`config.mk`:
```
export PLATFORM = sky130hd
export DESIGN_NAME = ps2_key_event_fifo_flat
export DESIGN_NICKNAME = d
export VERILOG_FILES = /design/src/rtl/ps2_key_event_fifo_if.sv /design/src/rtl/ps2_key_event_fifo.sv /design/src/flat_wrapper.sv
export SDC_FILE = /design/constraint.sdc
export NUM_CORES = 1
export LEC_CHECK = 0
export ABC_AREA = 1
export CAP_MARGIN = 20
export CORE_AREA = 2 2 91 93
export CTS_BUF_LIST = sky130_fd_sc_hd__clkbuf_16
export CTS_CLUSTER_SIZE = 24
export DETAILED_ROUTE_END_ITERATION = 6
export DIE_AREA = 0 0 93 95
export PLACE_DENSITY = 0.74
export SYNTH_ARGS = -nofsm -noshare
export SYNTH_HDL_FRONTEND = slang
export SYNTH_SLANG_ARGS = --single-unit
```
`constraint.sdc`:
```
create_clock -name clk -period 3.2 [get_ports clk]
set_input_delay 0.32 -clock clk [delete_from_list [all_inputs] [get_ports clk]]
set_output_delay 0.32 -clock clk [all_outputs]
set_load 0.05 [all_outputs]
```
`src/rtl/ps2_key_event_fifo_if.sv`:
```
// Handshake bundle for the PS/2 key-event FIFO: scan-code input strobe,
// event output with valid/ready, occupancy and sticky overflow status.
interface ps2_key_event_fifo_if #(
  parameter int AW = 3
) ();
  logic          code_vld;
  logic [7:0]    code;
  logic          code_err;
  logic          ev_valid;
  logic          ev_ready;
  logic [9:0]    ev_data;
  logic [AW:0]   count;
  logic          overflow;
  logic          clr_ovf;

  modport slave (
    input  code_vld, code, code_err, ev_ready, clr_ovf,
    output ev_valid, ev_data, count, overflow
  );

  modport master (
    output code_vld, code, code_err, ev_ready, clr_ovf,
    input  ev_valid, ev_data, count, overflow
  );
endinterface

```
`src/rtl/ps2_key_event_fifo.sv`:
```
// Folds E0/F0-prefixed PS/2 scan-code sequences into {brk,ext,code} events and
// buffers them in a first-word-fall-through FIFO. Optional: PS2_TYPEMATIC_FILTER_EN.
module ps2_key_event_fifo #(
  parameter int DEPTH = 8,
  parameter int AW    = 3
) (
  input  logic                  clk,
  input  logic                  rst,
  ps2_key_event_fifo_if.slave   bus
);

  typedef enum logic [1:0] {
    S_IDLE,
    S_GOT_E0,
    S_GOT_F0,
    S_GOT_E0F0
  } state_e;

  typedef struct packed {
    logic       brk;
    logic       ext;
    logic [7:0] code;
  } ev_t;

  localparam logic [AW:0] FULL_CNT = (AW+1)'(DEPTH);

  state_e          state_q, state_d;
  logic            emit;
  ev_t             emit_ev;
  logic            push;
  logic            push_acc;
  logic            pop;
  logic            is_reply;

  ev_t             mem [DEPTH];
  logic [AW-1:0]   wr_ptr_q, rd_ptr_q;
  logic [AW:0]     count_q, count_d;
  logic            overflow_q;

  // Keyboard command replies that never represent a key in the idle state.
  always_comb begin
    unique case (bus.code)
      8'hAA, 8'hFA, 8'hEE, 8'hFE, 8'h00, 8'hFF: is_reply = 1'b1;
      default:                                   is_reply = 1'b0;
    endcase
  end

  always_ff @(posedge clk) begin
    if (rst) state_q <= S_IDLE;
    else     state_q <= state_d;
  end

  // NOTE: every combinational output gets a default first so no path leaves it unassigned (no latch).
  always_comb begin
    state_d = state_q;
    emit    = 1'b0;
    emit_ev = '0;
    if (bus.code_vld) begin
      if (bus.code_err) begin
        state_d = S_IDLE;
      end else begin
        unique case (state_q)
          S_IDLE: begin
            if (bus.code == 8'hE0)      state_d = S_GOT_E0;
            else if (bus.code == 8'hF0) state_d = S_GOT_F0;
            else if (!is_reply) begin
              emit    = 1'b1;
              emit_ev = '{brk: 1'b0, ext: 1'b0, code: bus.code};
            end
          end
          S_GOT_E0: begin
            if (bus.code == 8'hF0)      state_d = S_GOT_E0F0;
            else if (bus.code != 8'hE0) begin
              emit    = 1'b1;
              emit_ev = '{brk: 1'b0, ext: 1'b1, code: bus.code};
              state_d = S_IDLE;
            end
          end
          S_GOT_F0: begin
            if (bus.code == 8'hE0)      state_d = S_GOT_E0;
            else if (bus.code != 8'hF0) begin
              emit    = 1'b1;
              emit_ev = '{brk: 1'b1, ext: 1'b0, code: bus.code};
              state_d = S_IDLE;
            end
          end
          S_GOT_E0F0: begin
            if (bus.code == 8'hE0)      state_d = S_GOT_E0;
            else if (bus.code != 8'hF0) begin
              emit    = 1'b1;
              emit_ev = '{brk: 1'b1, ext: 1'b1, code: bus.code};
              state_d = S_IDLE;
            end
          end
          default: state_d = S_IDLE;
        endcase
      end
    end
  end

`ifdef PS2_TYPEMATIC_FILTER_EN
  logic [8:0] held_q, held_d;
  logic       held_vld_q, held_vld_d;

  // Repeated makes of the held key are auto-repeat; its break releases it.
  always_comb begin
    held_d     = held_q;
    held_vld_d = held_vld_q;
    push       = emit;
    if (emit) begin
      if (!emit_ev.brk) begin
        if (held_vld_q && held_q == {emit_ev.ext, emit_ev.code}) begin
          push = 1'b0;
        end else begin
          held_d     = {emit_ev.ext, emit_ev.code};
          held_vld_d = 1'b1;
        end
      end else if (held_vld_q && held_q == {emit_ev.ext, emit_ev.code}) begin
        held_vld_d = 1'b0;
      end
    end
  end

  always_ff @(posedge clk) begin
    if (rst) begin
      held_q     <= '0;
      held_vld_q <= 1'b0;
    end else begin
      held_q     <= held_d;
      held_vld_q <= held_vld_d;
    end
  end
`else
  assign push = emit;
`endif

  // When full, a same-cycle pop frees the slot the push writes into.
  assign pop      = (count_q != '0) && bus.ev_ready;
  assign push_acc = push && ((count_q != FULL_CNT) || pop);

  always_comb begin
    count_d = count_q;
    unique case ({push_acc, pop})
      2'b10:   count_d = count_q + (AW+1)'(1);
      2'b01:   count_d = count_q - (AW+1)'(1);
      default: count_d = count_q;
    endcase
  end

  always_ff @(posedge clk) begin
    if (rst) begin
      wr_ptr_q   <= '0;
      rd_ptr_q   <= '0;
      count_q    <= '0;
      overflow_q <= 1'b0;
    end else begin
      if (push_acc) wr_ptr_q <= wr_ptr_q + AW'(1);
      if (pop)      rd_ptr_q <= rd_ptr_q + AW'(1);
      count_q <= count_d;
      if (push && !push_acc) overflow_q <= 1'b1;
      else if (bus.clr_ovf)  overflow_q <= 1'b0;
    end
  end

  // NOTE: storage is left unreset; contents are only observed behind count/ev_valid.
  always_ff @(posedge clk) begin
    if (push_acc) mem[wr_ptr_q] <= emit_ev;
  end

  assign bus.ev_valid = (count_q != '0);
  assign bus.ev_data  = mem[rd_ptr_q];
  assign bus.count    = count_q;
  assign bus.overflow = overflow_q;

endmodule

```
`src/flat_wrapper.sv`:
```
// flat-port wrapper written by rule: the top's interface ports become plain ports
module ps2_key_event_fifo_flat 
#(
  parameter int DEPTH = 8,
  parameter int AW    = 3
)
  (clk, rst, bus_code_vld, bus_code, bus_code_err, bus_ev_ready, bus_clr_ovf, bus_ev_valid, bus_ev_data, bus_count, bus_overflow);
  ps2_key_event_fifo_if #(.AW(AW)) bus_i ();
  input  logic clk;
  input  logic rst;
  input wire logic [$bits(bus_i.code_vld)-1:0] bus_code_vld;
  input wire logic [$bits(bus_i.code)-1:0] bus_code;
  input wire logic [$bits(bus_i.code_err)-1:0] bus_code_err;
  input wire logic [$bits(bus_i.ev_ready)-1:0] bus_ev_ready;
  input wire logic [$bits(bus_i.clr_ovf)-1:0] bus_clr_ovf;
  output wire logic [$bits(bus_i.ev_valid)-1:0] bus_ev_valid;
  output wire logic [$bits(bus_i.ev_data)-1:0] bus_ev_data;
  output wire logic [$bits(bus_i.count)-1:0] bus_count;
  output wire logic [$bits(bus_i.overflow)-1:0] bus_overflow;
  assign bus_i.code_vld = bus_code_vld;
  assign bus_i.code = bus_code;
  assign bus_i.code_err = bus_code_err;
  assign bus_i.ev_ready = bus_ev_ready;
  assign bus_i.clr_ovf = bus_clr_ovf;
  assign bus_ev_valid = bus_i.ev_valid;
  assign bus_ev_data = bus_i.ev_data;
  assign bus_count = bus_i.count;
  assign bus_overflow = bus_i.overflow;
  ps2_key_event_fifo #(.DEPTH(DEPTH), .AW(AW)) u_core (.clk(clk), .rst(rst), .bus(bus_i));
endmodule
```
==> run summary, run 1 <==
The clock transition at the registers of the reported paths came out at 0.06 ns. The clock period minus worst slack came out at 2.44 ns. IR analysis of the VDD net gives a maximum drop of 0.620 mV.

In the routed design, unresolved DRC markers number 0. The internal power summed over all cells is 0.00236 W. The gate count after technology mapping is 401. The number of hold buffers added after cts came out at 0. Of the post-synthesis cell area, the dominant cell type holds 0.575. In this run, synthesis produced a sequential element count of 96.

Broken down by cell family, the worst path's largest delay share belongs to buffers and inverters. Entering global routing, the biggest net connects 41 pins. The initial core utilization is 0.527.

Max-cap violations in this run came to 0. Setup repair after global routing left no endpoint under its margin. The standard cell with the maximum stage delay on the critical path is sky130_fd_sc_hd__clkdlybuf4s50_1. Sorting the synthesized cells by area gives the leading types as sky130_fd_sc_hd__edfxtp_1 (57%), sky130_fd_sc_hd__nor2_1 (9.3%), sky130_fd_sc_hd__dfxtp_1 (7.7%). The TritonCTS buffer count came out at 9. The Yosys step of the flow raised 0 warnings.

For the pin with the worst max-slew slack, the measured transition is 0.870 ns. The run finished with clean final reports. The highest clock frequency the design can meet is 0.411 GHz.

TritonCTS built the clock tree. Summed over all nets, the switching power comes to 0.00145 W. The overall global routing resource usage is 0.202. The number of nets with antenna violations after detailed routing came out at 0. The remaining global-route overflow came out at 0.

The final weighted congestion in routability-driven placement is 0.857. The core occupancy in the finished layout is 0.616. The repair_antennas step left the layout with diodes totalling 0.

The nature of the critical path endpoint is a flop. The proportion of power drawn by flip-flops and latches is 0.384. The number of gates resized after CTS is 0. The vertical die dimension is 95 um.

The share of the Yosys chip area taken by registers is 0.651. The clock net sink count is 96. The standard cell core area came out at 7930 um2.

The kind of launch point of the worst setup path is an input pin. The synthesized netlist contains 28 unique library cells. The sum of routed wire length over all layers came out at 8.40 mm. The number of cells traversed by the worst register-to-register path is 12. The switching fraction of total power is 0.380. Among the stages of the critical path, the cell type that occurs most often is sky130_fd_sc_hd__nand2_2. The count of pins over their slew limit came out at 0. The total setup violations reported at the end of the flow is 0. The highest fanout seen on the critical path came out at 7.

The clock skew is 0.00726 ns. The number of buffers inserted by port buffering is 29. The power share of the clock group is 0.254.

The leakage power total is 1.80 nW. Counting every net in the synthesized netlist gives 420. In this design, the stage delay of the slowest critical-path cell is 0.51 ns.

For this block, the via count after detailed routing is 2918. During I/O placement, the number of pins put on the boundary was 30. The top cell types in the final layout, fill and taps aside, are sky130_fd_sc_hd__nor2_1 (103), sky130_fd_sc_hd__edfxtp_1 (80), sky130_fd_sc_hd__o21ai_0 (46). Buffers added to address setup during post-CTS repair amount to 0. From left edge to right edge, the die measures 93 um. The critical path is of the input pin to flop type.

The die area is 8840 um2. The initial antenna violation count came out at 0. The final worst setup slack came out at 0.764 ns. Once detailed placement completed, the half-perimeter wirelength came to 5.41 mm. The min-delay analysis places its worst path in the category flop to flop. The worst slew margin relative to its limit came out at 0.415.

The logic depth of the worst setup path including buffers came out at 16. The number of global-route vias before repair came to 2816. The cell sitting at the root of the clock tree is a sky130_fd_sc_hd__clkbuf_16. The critical path goes through clkdlybuf4s50_1 > nand2_2 > inv_2 > nand2_2 > nand2_2 > nand2_2 > nand2_2 > o21bai_4 > nand3_4 > ha_1 > xor2_1 > ha_1 > a21oi_1 > xor2_1 > o21ai_0 > inv_1.

Counting instances, the worst hold path has a depth of 2. The count of routing violations after the opening detailed-route iteration came out at 203. The post-layout instance count excluding filler cells is 548.

The area growth from synthesis to layout is 16.9%. The insertion delay of the later-clocked pin in the worst-skew pair came out at 0.34 ns. The library cell with the largest summed area after synthesis is sky130_fd_sc_hd__edfxtp_1. Dividing the detail-routed wire length by the instance count gives 15.3 um. The number of buffers and inverters on the critical path is 3. The total negative slack for setup checks came out at 0 ns. A synthesized cell averages 10.4 um2. The first global-routing pass estimated 13.5 mm of wire.

For the worst setup path, the data required time is 3.43 ns. Of the cells placed in the final design, the portion with a size suffix greater than 1 is 0.129. Leaving out fill and tap cells, the most frequent cell in the layout is sky130_fd_sc_hd__nor2_1.

The placement row count is 33. The number of cells in the design after placement came out at 533. The detailed-router iteration count before antenna repair came out at 4. The number of hold violations in the final report is 0. The worst-case clock buffer depth came out at 2. The fraction of the cycle the final worst path needs is 0.761. The number of nets in the finished design came out at 458.

The combined area of all synthesized cells is 4180 um2. The endpoint arrival time on the critical path came out at 2.67 ns. The maximum level of the CTS H-tree came out at 3. The number of vias per cell is 5.32.

The combinational share of power came out at 0.362. At the placement stage, the worst setup path has a slack of 0.406 ns. In this run the power density over the cells is 779 nW/um2.
==> per-layer routing <==
| layer | vias to the layer above | track usage | wire length, um |
|---|---|---|---|
| li1 | 1459 | - | - |
| met1 | 1349 | 0.263 | 3490 |
| met2 | 97 | 0.340 | 4140 |
| met3 | 13 | 0.0303 | 639 |
| met4 | 0 | 0.0858 | 126 |
| met5 | - | 0 | 0 |
==> registers in the layout, summed over array words and instances (netlist names), named ones only <==
| register | flops |
|---|---|
| u_core.bus.count | 4 |
| u_core.bus.overflow | 1 |
| u_core.state_q | 2 |
| u_core.mem | 80 |
| u_core.wr_ptr_q | 3 |
| u_core.rd_ptr_q | 3 |
==> Yosys cell counts <==
library cell / n
sky130_fd_sc_hd__nor2_2: 3
sky130_fd_sc_hd__nand2_1: 34
sky130_fd_sc_hd__o21bai_4: 1
sky130_fd_sc_hd__nor2_1: 103
sky130_fd_sc_hd__ha_1: 5
sky130_fd_sc_hd__a21oi_1: 11
sky130_fd_sc_hd__inv_2: 3
sky130_fd_sc_hd__edfxtp_1: 80
sky130_fd_sc_hd__nand3_2: 1
sky130_fd_sc_hd__nand3b_1: 1
sky130_fd_sc_hd__nand4_2: 2
sky130_fd_sc_hd__xor2_1: 4
sky130_fd_sc_hd__o22ai_1: 11
sky130_fd_sc_hd__a21oi_2: 1
sky130_fd_sc_hd__nand3_4: 1
sky130_fd_sc_hd__dfxtp_1: 16
sky130_fd_sc_hd__nor3b_1: 2
sky130_fd_sc_hd__buf_1: 1
sky130_fd_sc_hd__xnor2_1: 1
sky130_fd_sc_hd__nand2_2: 7
sky130_fd_sc_hd__inv_1: 27
sky130_fd_sc_hd__nand3_1: 7
sky130_fd_sc_hd__a31oi_1: 10
sky130_fd_sc_hd__clkbuf_1: 14
sky130_fd_sc_hd__nand4_1: 4
sky130_fd_sc_hd__o21ai_1: 3
sky130_fd_sc_hd__o21ai_0: 46
sky130_fd_sc_hd__nor3_1: 2
==> power groups by stage <==
stage,Clock [W],Combinational (W),Sequential (W)
global route,0.00103,0.00151,0.00147
CTS,0.000967,0.00139,0.00146
floorplan,0,0.000926,0.00156
finish,0.000965,0.00138,0.00146
global placement,0,0.00135,0.00149
detailed placement,0,0.00138,0.00149
==> stage by stage <==
step	power [W]	instance area (um2)	hold WS, ns
2_1_floorplan	0.00248	4180	0.433
3_3_place_gp	0.00284	4620	0.450
3_5_place_dp	0.00287	4620	0.456
4_1_cts	0.00382	4890	0.475
5_1_grt	0.00401	4890	0.505
6_report	0.00381	4890	0.471
==> area by class of cell <==
type,count,area (um2)
flip-flops and latches,96,2720
clock buffers,9,225
fillers,645,3040
multi-input cells,260,1290
clock inverters,6,45.0
repair buffers,42,363
well taps,105,131
inverters,30,113
==> kinds of logic after synthesis <==
| kind of cell | share of synthesized area |
|---|---|
| AOI/OAI and AO/OA | 0.110 |
| buffers and inverters | 0.0404 |
| DFF | 0.651 |
| xor gates and xnor gates | 0.0105 |
| adders and majority gates | 0.0150 |
| and+or+nand+nor | 0.173 |
==> path summary, 6_finish.rpt <==
path	start	end	slack [ns]
worst min-delay path	u_core.bus.overflow$_SDFFE_PP0P_	u_core.bus.overflow$_SDFFE_PP0P_	0.47
worst max register to register	u_core.bus.count[1]$_SDFFE_PP0P_	u_core.bus.count[2]$_SDFFE_PP0P_	0.90
worst min register to register	u_core.bus.overflow$_SDFFE_PP0P_	u_core.bus.overflow$_SDFFE_PP0P_	0.47
worst max-delay path	bus_code[5]	u_core.bus.count[2]$_SDFFE_PP0P_	0.76
==> worst min-delay path: stages, from the launching register on <==
cell and delay (ns):
sky130_fd_sc_hd__dfxtp_1 0.31, sky130_fd_sc_hd__nand2_1 0.06, sky130_fd_sc_hd__a21oi_1 0.06
(Power assumes the default switching activity.)
==> run 2: changes to the inputs <==
--- a/config.mk
+++ b/config.mk
@@ -7,11 +7,11 @@
 export LEC_CHECK = 0
 export ABC_AREA = 1
 export CAP_MARGIN = 20
-export CORE_AREA = 2 2 91 93
+export CORE_AREA = 2 2 93 95
 export CTS_BUF_LIST = sky130_fd_sc_hd__clkbuf_16
 export CTS_CLUSTER_SIZE = 24
 export DETAILED_ROUTE_END_ITERATION = 6
-export DIE_AREA = 0 0 93 95
+export DIE_AREA = 0 0 95 97
 export PLACE_DENSITY = 0.74
 export SYNTH_ARGS = -nofsm -noshare
 export SYNTH_HDL_FRONTEND = slang
==> constraint.sdc (replaced) <==
create_clock -name clk -period 2.2 [get_ports clk]
set_input_delay 0.22 -clock clk [delete_from_list [all_inputs] [get_ports clk]]
set_output_delay 0.22 -clock clk [all_outputs]
set_load 0.05 [all_outputs]
==> run summary, run 2 (synthesis results as in run 1) <==
The flow ran to the end, and the final reports show no timing, DRC or antenna violations. The worst-case clock buffer depth is 2. The die area came out at 9220 um2. The class of the most critical hold timing path is flop to flop. After clock tree synthesis, the clock-pin slew on the worst setup and hold paths is 0.06 ns.

The final weighted congestion in routability-driven placement came out at 0.898. The worst setup path is launched from a flop. The count of pins over their slew limit came out at 0. The width of the die came out at 95 um. The standard cell core area came out at 8130 um2. The vertical die dimension is 97 um.

The number of nets in the finished design came out at 493. The total setup violations reported at the end of the flow came out at 0. The nature of the critical path endpoint is an output pin. The flip-flop count of the largest register, all copies and words added came out at 80. The total cell area at the placement stage came out at 4930 um2.

The number of DRC violations after detailed routing came out at 0. More flip-flops sit in one register than any other, and that register is u_core.mem. The first detailed-routing pass took 4 iterations. The internal power summed over all cells came out at 0.00365 W. The overall global routing resource usage came out at 0.203. Dividing total power by cell area gives a power density of 1120 nW/um2.

The fraction of the cycle the final worst path needs is 0.951. Along the worst path, the maximum fanout reaches 11. Entering global routing, the biggest net connects 25 pins.

In this design, the stage delay of the slowest critical-path cell is 0.31 ns. The number of I/O pins is 30. Of the cells placed in the final design, the portion with a size suffix greater than 1 is 0.215. The worst hold path was traced through 2 stages. The number of hold buffers added after cts came out at 0.

The area growth from synthesis to layout came out at 25.4%. Traced cell by cell, the critical path runs through inv_1 > buf_4 > o21ai_0 > o22ai_1 > nor2_1 > a31oi_1 > buf_4. The total inserted antenna cells is 0. The remaining global-route overflow came out at 0. Setup repair after global routing could not meet its margin everywhere.

In this design, the critical path's most frequently occurring cell is sky130_fd_sc_hd__buf_4. The per-cell routed wire length came out at 14.8 um. The routed design has 8.67 mm of wire.

The cell area after layout is 5240 um2. Of the total power, combinational logic draws 0.380. The number of buffers inserted by port buffering is 29.

The global-route wire length before repair came out at 14.1 mm. The TritonCTS buffer count is 9. The required time of the critical path is 1.98 ns. The number of hold violations in the final report is 0.

After floorplanning, the core was divided into 33 placement rows. Across the VDD grid, the largest voltage drop is 1.06 mV. The initial antenna violation count came out at 0. Leaving out fill and tap cells, the most frequent cells in the layout are sky130_fd_sc_hd__nor2_1 (103), sky130_fd_sc_hd__edfxtp_1 (80), sky130_fd_sc_hd__buf_4 (56). The number of vias per cell came out at 5.29. The clock skew came out at 0.00605 ns. The highest clock frequency the design can meet came out at 0.478 GHz.

The power share of the clock group is 0.251. For the worst-skew pair, the clock arrives at the later sink with an insertion delay of 0.34 ns. After filler insertion, the fill cell instance count of the layout stands at 589. The endpoint arrival time on the critical path came out at 1.87 ns. On the final layout, the worst hold slack is 0.472 ns.

The maximum level of the CTS H-tree came out at 3. The number of global-route vias before repair came to 2981. The actual transition at the worst max-transition pin came out at 0.783 ns. The leakage power total is 2.00 nW. The clock root buffer is sky130_fd_sc_hd__clkbuf_16. The post-layout instance count excluding filler cells is 584.

Summing over every cut layer, the via total after detailed routing is 3088. The number of nets with antenna violations after detailed routing came out at 0. The proportion of power drawn by flip-flops and latches came out at 0.369. Leaving out fill and tap cells, the most frequent cell in the layout is sky130_fd_sc_hd__nor2_1.

The total design power is 0.00586 W. Among all stages on the critical path, the largest delay is contributed by sky130_fd_sc_hd__dfxtp_1. The worst slew margin relative to its limit came out at 0.474. The clock net sink count is 96.

The count of routing violations after the opening detailed-route iteration came out at 227. For the worst flop-to-flop path, the logic depth is 12. Of the total power, the share spent switching nets is 0.378. The wire-length estimate of the detail-placed layout is 5.93 mm.

The clock period minus worst slack came out at 2.09 ns. The initial core utilization is 0.514. TritonCTS built the clock tree. In this run the power spent charging and discharging nets is 0.00222 W. The number of cells in the design after placement is 568. The worst setup path category is flop to output pin.

The number of max-capacitance violations reported came out at 0.
## run 2: area by class of cell
type                       instances  area [um2]  area share
multi-input combinational        260        1330       0.254
inverter                          30         115      0.0220
tap                              105         131      0.0251
clock inverter                     7        68.8      0.0131
sequential                        96        2730       0.522
clock buffer                       9         225      0.0430
timing repair buffer              77         636       0.121
## run 2: metal layers
metal	vias up	track usage	wire length, um
met4	0	0.0870	98
met1	1442	0.266	3740
met3	11	0.0452	549
li1	1538	-	-
met2	97	0.325	4280
met5	-	0	0
## run 2: repair_timing
item,4_1_cts,5_1_grt
gates resized for setup,0,7
setup endpoints to repair,0,22
hold endpoints to repair,0,0
buffers inserted,0,0
## run 2: worst paths after layout
check | endpoint | startpoint | slack (ns)
setup / recovery | bus_ev_data[0] | flop | 0.11
hold / removal | flop | u_core.rd_ptr_q[2]$_SDFFE_PP0P_ | 0.47
setup reg to reg | u_core.bus.count[2]$_SDFFE_PP0P_ | u_core.bus.count[0]$_SDFFE_PP0P_ | 0.19
hold reg to reg | flop | u_core.rd_ptr_q[2]$_SDFFE_PP0P_ | 0.47
## run 2: stage by stage
| step | setup WS [ns] | TNS, ns | utilization |
|---|---|---|---|
| after global routing | -0.0326 | -0.0812 | 0.644 |
| after global placement | -0.184 | -3.87 | 0.606 |
| after floorplan | 0.000262 | 0 | - |
| after detailed placement | -0.234 | -8.56 | 0.606 |
| after CTS | 0.0758 | 0 | 0.642 |
| final | 0.108 | 0 | 0.644 |
## run 2: power by group through the flow
stage          sequential, W  clock (W)  combinational, W
2_1_floorplan        0.00229          0           0.00140
3_3_place_gp         0.00219          0           0.00220
3_5_place_dp         0.00219          0           0.00222
4_1_cts              0.00216    0.00149           0.00223
5_1_grt              0.00217    0.00158           0.00243
6_report             0.00216    0.00147           0.00223
## run 2: worst max-delay path, delay by kind of cell, from the launching register on
| kind | cells | cell delay (ns) |
|---|---|---|
| buffers and inverters | 3 | 0.76 |
| and+or+nand+nor | 1 | 0.06 |
| AOI/OAI and AO/OA | 3 | 0.41 |
| DFF | 1 | 0.31 |
